$ cat config.mk
export PLATFORM = sky130hd
export DESIGN_NAME = bcd_mod_counter
export DESIGN_NICKNAME = d
export VERILOG_FILES = /design/src/rtl/clock_pkg.sv /design/src/rtl/bcd_digit_step.sv /design/src/rtl/bcd_mod_counter.sv
export SDC_FILE = /design/constraint.sdc
export NUM_CORES = 1
export LEC_CHECK = 0
export CAP_MARGIN = 20
export CORE_MARGIN = 2
export CORE_UTILIZATION = 45
export CTS_CLUSTER_DIAMETER = 40
export DETAILED_ROUTE_END_ITERATION = 10
export GPL_TIMING_DRIVEN = 1
export HOLD_SLACK_MARGIN = 0.05
export PLACE_DENSITY = 0.71
export SYNTH_ARGS = -nofsm -noshare
export SYNTH_HDL_FRONTEND = slang
export SYNTH_SLANG_ARGS = --single-unit
$ cat constraint.sdc
create_clock -name ck -period 3.42 [get_ports ck]
set_clock_uncertainty 0.15 [all_clocks]
set_input_delay 0.684 -clock ck [delete_from_list [all_inputs] [get_ports ck]]
set_output_delay 0.684 -clock ck [all_outputs]
set_load 0.01 [all_outputs]
$ cat src/rtl/clock_pkg.sv
// -----------------------------------------------------------------------------
// clock_pkg
// Shared types and constants for the clock datapath BCD counters.
//   bcd_t        : one BCD digit (0..9 in a 4-bit field)
//   bcd2_t       : packed {tens, units} digit pair
//   BCD_MAX      : largest legal BCD digit
//   MOD_HOURS    : modulus for a 24-hour stage
//   MOD_MIN_SEC  : modulus for minute/second stages
//   to_bcd2()    : binary (0..99) -> two BCD digits, used at elaboration
// -----------------------------------------------------------------------------
package clock_pkg;

    typedef logic [3:0] bcd_t;

    typedef struct packed {
        bcd_t tens;
        bcd_t units;
    } bcd2_t;

    localparam bcd_t BCD_MAX     = 4'd9;
    localparam int   MOD_HOURS   = 24;
    localparam int   MOD_MIN_SEC = 60;

    // Only called with constant arguments, so it folds away at elaboration.
    function automatic bcd2_t to_bcd2(input int value);
        bcd2_t r;
        r.tens  = bcd_t'((value / 10) % 10);
        r.units = bcd_t'(value % 10);
        return r;
    endfunction

endpackage

$ cat src/rtl/bcd_digit_step.sv
// -----------------------------------------------------------------------------
// bcd_digit_step
// Combinational single-digit increment/decrement with a programmable wrap
// limit. Increment past limit_i wraps to 0; decrement below 0 wraps to
// limit_i. wrap_o flags either wrap so the next digit up can be stepped.
//   digit_i : current digit value
//   limit_i : largest value this digit may hold
//   inc_i   : increment request (wins if both requests are high)
//   dec_i   : decrement request
//   digit_o : next digit value
//   wrap_o  : carry (on inc) or borrow (on dec) out of this digit
// -----------------------------------------------------------------------------
module bcd_digit_step
    import clock_pkg::*;
(
    input  logic [3:0] digit_i,
    input  logic [3:0] limit_i,
    input  logic       inc_i,
    input  logic       dec_i,
    output logic [3:0] digit_o,
    output logic       wrap_o
);

    always_comb begin
        digit_o = digit_i;
        wrap_o  = 1'b0;
        if (inc_i) begin
            if (digit_i >= limit_i) begin
                digit_o = '0;
                wrap_o  = 1'b1;
            end else begin
                digit_o = digit_i + 4'd1;
            end
        end else if (dec_i) begin
            if (digit_i == '0) begin
                digit_o = limit_i;
                wrap_o  = 1'b1;
            end else begin
                digit_o = digit_i - 4'd1;
            end
        end
    end

endmodule

$ cat src/rtl/bcd_mod_counter.sv
// -----------------------------------------------------------------------------
// bcd_mod_counter
// Two-digit BCD modulo-MOD up/down counter with parallel load and registered
// wrap pulses for chaining seconds -> minutes -> hours stages.
//
// Parameters:
//   Count modulus (MOD) : count range 0..MOD-1 (2..100; 100 gives 00..99)
//   INIT : reset value in binary (< MOD)
//
// Ports:
//   ck         : clock, rising edge
//   rst_n      : asynchronous active-low reset
//   up / down  : step requests; both high = hold
//   load       : parallel load strobe (highest priority)
//   load_tens  : BCD tens digit to load
//   load_units : BCD units digit to load
//   tens/units : registered BCD value
//   carry      : one-cycle pulse coincident with up-wrap to 00
//   borrow     : one-cycle pulse coincident with down-wrap to MOD-1
//   load_err   : one-cycle pulse on a rejected load
//
// Build option:
//   BCD_MOD_COUNTER_LOAD_CHECK_EN - when defined, a rejected load pulses
//   load_err; otherwise rejected loads are silently ignored and load_err is 0.
// -----------------------------------------------------------------------------
module bcd_mod_counter
    import clock_pkg::*;
#(
    parameter int MOD  = 24,
    parameter int INIT = 0
) (
    input  logic       ck,
    input  logic       rst_n,
    input  logic       up,
    input  logic       down,
    input  logic       load,
    input  logic [3:0] load_tens,
    input  logic [3:0] load_units,
    output logic [3:0] tens,
    output logic [3:0] units,
    output logic       carry,
    output logic       borrow,
    output logic       load_err
);

    localparam bcd2_t      TERM   = to_bcd2(MOD - 1);
    localparam bcd_t       MOD_T  = TERM.tens;
    localparam bcd_t       MOD_U  = TERM.units;
    localparam bcd2_t      INIT_B = to_bcd2(INIT);
    localparam logic [7:0] MOD_B  = 8'(MOD);

    bcd_t tens_q, tens_d;
    bcd_t units_q, units_d;
    logic carry_q, carry_d;
    logic borrow_q, borrow_d;

    bcd_t       u_next, t_next;
    logic       u_wrap, t_wrap;
    logic       step_up, step_dn;
    logic       at_max;
    logic [7:0] load_val;
    logic       load_ok;

    assign step_up = up & ~down;
    assign step_dn = down & ~up;
    assign at_max  = (tens_q == MOD_T) && (units_q == MOD_U);

    // Weighted value of the load digits; max 15*10+15 = 165 fits in 8 bits.
    assign load_val = (8'(load_tens) * 8'd10) + 8'(load_units);
    assign load_ok  = (load_tens <= BCD_MAX) && (load_units <= BCD_MAX) &&
                      (load_val < MOD_B);

    bcd_digit_step u_units_step (
        .digit_i (units_q),
        .limit_i (BCD_MAX),
        .inc_i   (step_up),
        .dec_i   (step_dn),
        .digit_o (u_next),
        .wrap_o  (u_wrap)
    );

    // Tens only moves when units wraps. Its down-wrap fires only from 00,
    // which is exactly the counter-level borrow condition.
    bcd_digit_step u_tens_step (
        .digit_i (tens_q),
        .limit_i (MOD_T),
        .inc_i   (step_up & u_wrap),
        .dec_i   (step_dn & u_wrap),
        .digit_o (t_next),
        .wrap_o  (t_wrap)
    );

    always_comb begin
        tens_d   = tens_q;
        units_d  = units_q;
        carry_d  = 1'b0;
        borrow_d = 1'b0;
        if (load) begin
            // A rejected load also swallows any up/down in the same cycle.
            if (load_ok) begin
                tens_d  = load_tens;
                units_d = load_units;
            end
        end else if (step_up) begin
            if (at_max) begin
                tens_d  = '0;
                units_d = '0;
                carry_d = 1'b1;
            end else begin
                tens_d  = t_next;
                units_d = u_next;
            end
        end else if (step_dn) begin
            tens_d   = t_next;
            units_d  = t_wrap ? MOD_U : u_next;
            borrow_d = t_wrap;
        end
    end

    always_ff @(posedge ck or negedge rst_n) begin
        if (!rst_n) begin
            tens_q   <= INIT_B.tens;
            units_q  <= INIT_B.units;
            carry_q  <= 1'b0;
            borrow_q <= 1'b0;
        end else begin
            tens_q   <= tens_d;
            units_q  <= units_d;
            carry_q  <= carry_d;
            borrow_q <= borrow_d;
        end
    end

`ifdef BCD_MOD_COUNTER_LOAD_CHECK_EN
    logic load_err_q, load_err_d;

    assign load_err_d = load & ~load_ok;

    always_ff @(posedge ck or negedge rst_n) begin
        if (!rst_n) begin
            load_err_q <= 1'b0;
        end else begin
            load_err_q <= load_err_d;
        end
    end

    assign load_err = load_err_q;
`else
    assign load_err = 1'b0;
`endif

    assign tens   = tens_q;
    assign units  = units_q;
    assign carry  = carry_q;
    assign borrow = borrow_q;

endmodule

[After elaboration in Yosys (flattened, before gate mapping)]
Cells that the tools add are included.
Word-level totals
  output and inout port bits: 11
  input bits: 13
  register bits: 10
Operators by class
  magnitude comparators: 5
  eq/ne operators: 3
  muxes and demuxes: 32
  bitwise gates (word level): 6
  add/subtract/negate cells: 5
  reductions and logical operators: 7
  $mul: 1
Operators by type and width (count)
  two-way mux 4 bit: 18
  two-way mux 1 bit: 14
  adder 4 x 1 -> 4 bit (second input constant): 2
  adder 8 x 4 -> 8 bit: 1
  == test 4 x 2 -> 1 bit (second input constant): 2
  <= comparator 4 bit (second input constant): 2
  logical NOT 4 bit: 2
  less-than comparator 8 x 5 -> 1 bit (second input constant): 1
  subtractor 4 x 1 -> 4 bit (second input constant): 2
  multiplier 4 x 3 -> 7 bit (second input constant): 1
  bitwise AND 1 bit: 4
  greater-or-equal comparator 4 x 2 -> 1 bit (second input constant): 1
  greater-or-equal comparator 4 bit (second input constant): 1
  logical AND 1 bit: 3
  nonzero test 3 bit: 1
  inequality test 2 x 1 -> 1 bit (second input constant): 1
  inverter 1 bit: 2
  AND reduction 2 bit: 1

[Longest topological paths before layout]
  depth after elaboration: 11
  gate-level depth with buffers: 8
  depth with buffers taken out: 8

[Hierarchy]
From an unflattened synthesis, not the netlist that was laid out.
Second synthesis, totals
  cell total of the unflattened synthesis: 178
  area, all modules: 1476.4 µm²
Modules (own cells, without submodules)
  bcd_mod_counter: times used 1, seq. area each 250.2 µm², area each 803.3 µm², cells each 82
  bcd_digit_step: times used 2, seq. area each 0.0 µm², area each 336.6 µm², cells each 48

[Worst setup path before layout]
No wires, ideal clock.
  path kind: input port to flip-flop
  start: in load_tens[1]
  end: reg units_q[3], in the netlist units[3]
  data arrival time: 2.781 ns
  required time: 3.145 ns
  cell stages on the path: 8
  slack: 0.365 ns
  setup time: 0.125 ns
  path through: ha_1 -> ha_1 -> fa_1 -> o21bai_1 -> a311oi_1 -> a211oi_1 -> o22ai_2 -> mux2_2
On the way
  word-level cells in the longest chain between the ends: 6
  elaborated cells on any way between the ends: 8
  those cells by class: add/sub (1); mul (1); order compare (2); eq/ne (1); reduce/logical (3)
RTL lines
  from (decl): line bcd_mod_counter.sv:37  | input logic [3:0] load_tens,
  multiplier 4 x 3 -> 7 bit: line bcd_mod_counter.sv:69  | assign load_val = (8'(load_tens) * 8'd10) + 8'(load_units);
  adder 8 x 4 -> 8 bit: line bcd_mod_counter.sv:69
  less-than comparator 8 x 5 -> 1 bit: line bcd_mod_counter.sv:71  | (load_val < MOD_B);
  logical AND 1 bit *: line bcd_mod_counter.sv:70  | assign load_ok = (load_tens <= BCD_MAX) && (load_units <= BCD_MAX) &&
  inequality test 2 x 1 -> 1 bit (no line) *
  AND reduction 2 bit (no line) *
  to (signal assigned): line bcd_mod_counter.sv:123  | units_q <= INIT_B.units;
  to (signal assigned): line bcd_mod_counter.sv:128  | units_q <= units_d;
  to (decl): line bcd_mod_counter.sv:53  | bcd_t units_q, units_d;
Every way passes the cells marked *; elsewhere a longest branch is shown, timed or not.
A chain may end at the register's enable or synchronous reset.

[Worst setup path in the final report]
Same ends and word-level chain as after synthesis.

==> results.py <==
metrics = {
    "setup_path": {
        "reg2reg_slack_ps": 810,
        "slowest_stage": "fa_1",
        "reg2regPathDepth": 7,
        "worstSetupPathType": "input port to register",
        "critical_path_arrival_ps": 3250,
        "critPathMaxFanout": 5,
        "critPathMaxStageDelay_ps": 490,
        "cp_top_family": "adder cells",
        "path_depth": 9,
        "cp_data_required_time_ps": 3440,
        "crit_chain": "clkdlybuf4s50_1 -> ha_1 -> ha_1 -> fa_1 -> o21bai_1 -> a311oi_2 -> a211oi_2 -> o22ai_2 -> mux2_2",
        "cp_common_cell": "ha_1",
        "rr_startpoint": "units[0]",
        "cp-end-kind": "register",
        "crit_path_start_kind": "input port",
        "r2r_end": "tens[3]",
        "critPathBufInv": 1,
    },
    "yosys": {
        "synth_top_area_share_pct": 20.81,
        "synth_edf_count": 0,
        "ys_top_cells_by_area": "dfrtp_1, ha_1, a21oi_1, mux2i_1, inv_1",
        "ys_async_sr_fraction_pct": 100.0,
        "synth_flop_cell": "dfrtp_1",
        "synth_top_area_cell": "dfrtp_1",
        "yosysUniqueCellTypes": 55,
        "ys_ff_latch": 10,
        "syn_nets": 165,
        "synth_area_um2": 1202,
        "synth_warnings": 0,
        "syn_avg_cell_area_um2": 8.713,
        "yosysSeqAreaShare_pct": 20.81,
        "synthCells": 138,
    },
    "min_path": {
        "hold_path.class": "register to register",
        "hold_path_startpoint": "tens[0]",
        "hold_depth": 2,
        "holdPathEnd": "tens[0]",
    },
    "global_routing": {
        "grt_max_degree": 16,
        "gr-total-overflow": 0,
        "antenna_found_initial": 0,
        "grtUsageTotal_pct": 21.46,
        "grt_pass1_wl_mm": 5.333,
        "grt_pass1_vias": 1187,
    },
    "finish": {
        "drive_above_1_share_pct": 10.91,
        "final_cell_mix": "clkdlybuf4s50_1, ha_1, inv_1, dfrtp_1, a21oi_1",
        "syn_to_final_growth_pct": 26.53,
        "antenna_cells": 0,
        "final_common_cell": "clkdlybuf4s50_1",
        "nets": 193,
        "fin_area_um2": 1521,
    },
    "route": {
        "initialDrtViolationCount": 32,
        "drtPass1Iterations": 5,
        "via_per_inst": 6.267,
        "drc": 0,
        "wire_per_inst_um": 16.14,
        "antenna_left": 0,
        "drt_wl_total_mm": 3.148,
        "vias": 1222,
    },
    "power": {
        "power.total_mw": 0.8590,
        "ir_drop_v": 0.0004443,
        "p_per_area_nw_per_um2": 564.6,
        "leakagePower_nw": 0.6851,
    },
    "timing": {
        "slew_violations": 0,
        "fin_crit_ps": 3227,
        "fmax_mhz": 309.9,
        "worst_pin_slew_ps": 532.6,
        "period_share_pct": 94.36,
        "holdWs_ps": 493.3,
        "hold_viol_final": 0,
        "slew_headroom_pct": 64.38,
        "finalSetupViolCount": 0,
        "rsz0062_at_grt": "false",
    },
    "placement": {
        "io_buffers": 22,
        "post_dp_cell_area_um2": 1474,
        "place.gp.congestion": 0.8108,
        "hpwl_mm": 2.519,
    },
    "clocking": {
        "cts_sinks": 10,
        "cts_made_buffers": 3,
        "clk_latency_ps": 280,
        "htreeDepth": 1,
        "cts_hold_buf": 0,
        "cts_tree": "yes",
        "clock_path_buffers": 2,
        "clockRootBuffer": "clkbuf_4",
        "path_clk_slew_ps": 80,
    },
    "floorplan": {
        "design.die.area_um2": 3101,
        "coreArea_um2": 2500,
        "pin_count": 24,
        "std_cell_rows": 18,
        "die_height_um": 55.69,
        "start_util_pct": 48.10,
        "dieWidth_um": 55.69,
    },
    "status": {
        "status": "complete, no violations",
    },
    "run": {
        "cap_violations": 0,
    },
}
==> through the flow <==
stage          utilization [%]  setup TNS [ps]  std cells  setup WS (ps)
2_1_floorplan                -               0        138          364.6
3_3_place_gp             58.96          -424.6        191         -91.36
3_5_place_dp             58.96           -1311        191         -218.1
4_1_cts                  60.41               0        195          64.70
5_1_grt                  60.86               0        195          78.45
6_report                 60.86               0        195          192.9
==> final cells by class <==
cell class | count | area (µm²)
Clock buffer | 4 | 36.28
Fill cell | 235 | 978.4
Inverter | 10 | 37.54
Multi-Input combinational cell | 112 | 887.1
Sequential cell | 10 | 250.2
Tap cell | 30 | 37.54
Timing Repair Buffer | 29 | 272.8
==> synth_stat cells, types with 2 or more instances <==
cell	instances
a211oi_1	2
a21o_1	2
a21oi_1	9
a22o_1	2
a311o_1	3
a31oi_1	4
and2_1	2
and3_1	3
and3b_1	2
and4_1	3
buf_4	2
clkbuf_1	2
dfrtp_1	10
ha_1	13
inv_1	10
mux2_1	2
mux2_2	2
mux2i_1	4
nand2_1	6
nand2b_1	2
nand3_1	2
nor2_1	8
nor2b_1	2
nor3_1	2
o21ai_0	7
o21bai_1	2
o32ai_1	2
==> routing by layer <==
layer  global-route usage [%]  vias to the layer above  routed length (µm)
li1                         -                      589                   -
met1                    28.33                      588                1451
met2                    34.18                       36                1500
met3                    3.256                        9                 123
met4                    10.10                        0                  73
met5                        0                        -                   0
==> worst register-to-register path: cells and delay by family (launching register included) <==
| family | cells | cell delay [ps] |
|---|---|---|
| simple gates | 2 | 660 |
| flops | 1 | 480 |
| compound gates | 3 | 750 |
| fa+ha+maj | 1 | 320 |
| buf+inv | 1 | 140 |
==> where the power goes <==
| part | switching (mW) | internal [mW] | leakage [nW] |
|---|---|---|---|
| Clock | 0.0457 | 0.0647 | 0.0210 |
| Sequential | 0.0918 | 0.157 | 0.126 |
| Combinational | 0.244 | 0.256 | 0.538 |
==> sequential cells by signal (all words and copies together), names as in the netlist <==
signal	count
carry	1
tens	4
borrow	1
units	4
==> kinds of logic after synthesis <==
kind of cell | Yosys count | share of synthesized area [%]
DFF | 10 | 20.81
and+or+nand+nor | 40 | 20.29
other | 1 | 0.3119
buffers and inverters | 16 | 6.347
adders and majority gates | 14 | 15.19
muxes | 8 | 7.076
AOI/OAI and AO/OA | 49 | 29.97
==> timing repair <==
| item | CTS | global route |
|---|---|---|
| endpoints found under the hold margin | 0 | 0 |
| buffers inserted | 0 | 0 |
| gates resized for setup | 0 | 2 |
| setup endpoints to repair | 0 | 7 |
==> how the worst max path moves through the flow <==
stage                       startpoint       end  slack (ps)
after floorplan           load_tens[1]  units[3]         360
after global placement    load_tens[1]  units[0]         -90
after detailed placement  load_tens[1]   tens[1]        -220
after CTS                 load_tens[1]   tens[1]          60
after global routing      load_tens[3]   tens[1]          80
final                     load_tens[1]  units[3]         190
No activity file was read; power rests on OpenSTA's default activity.
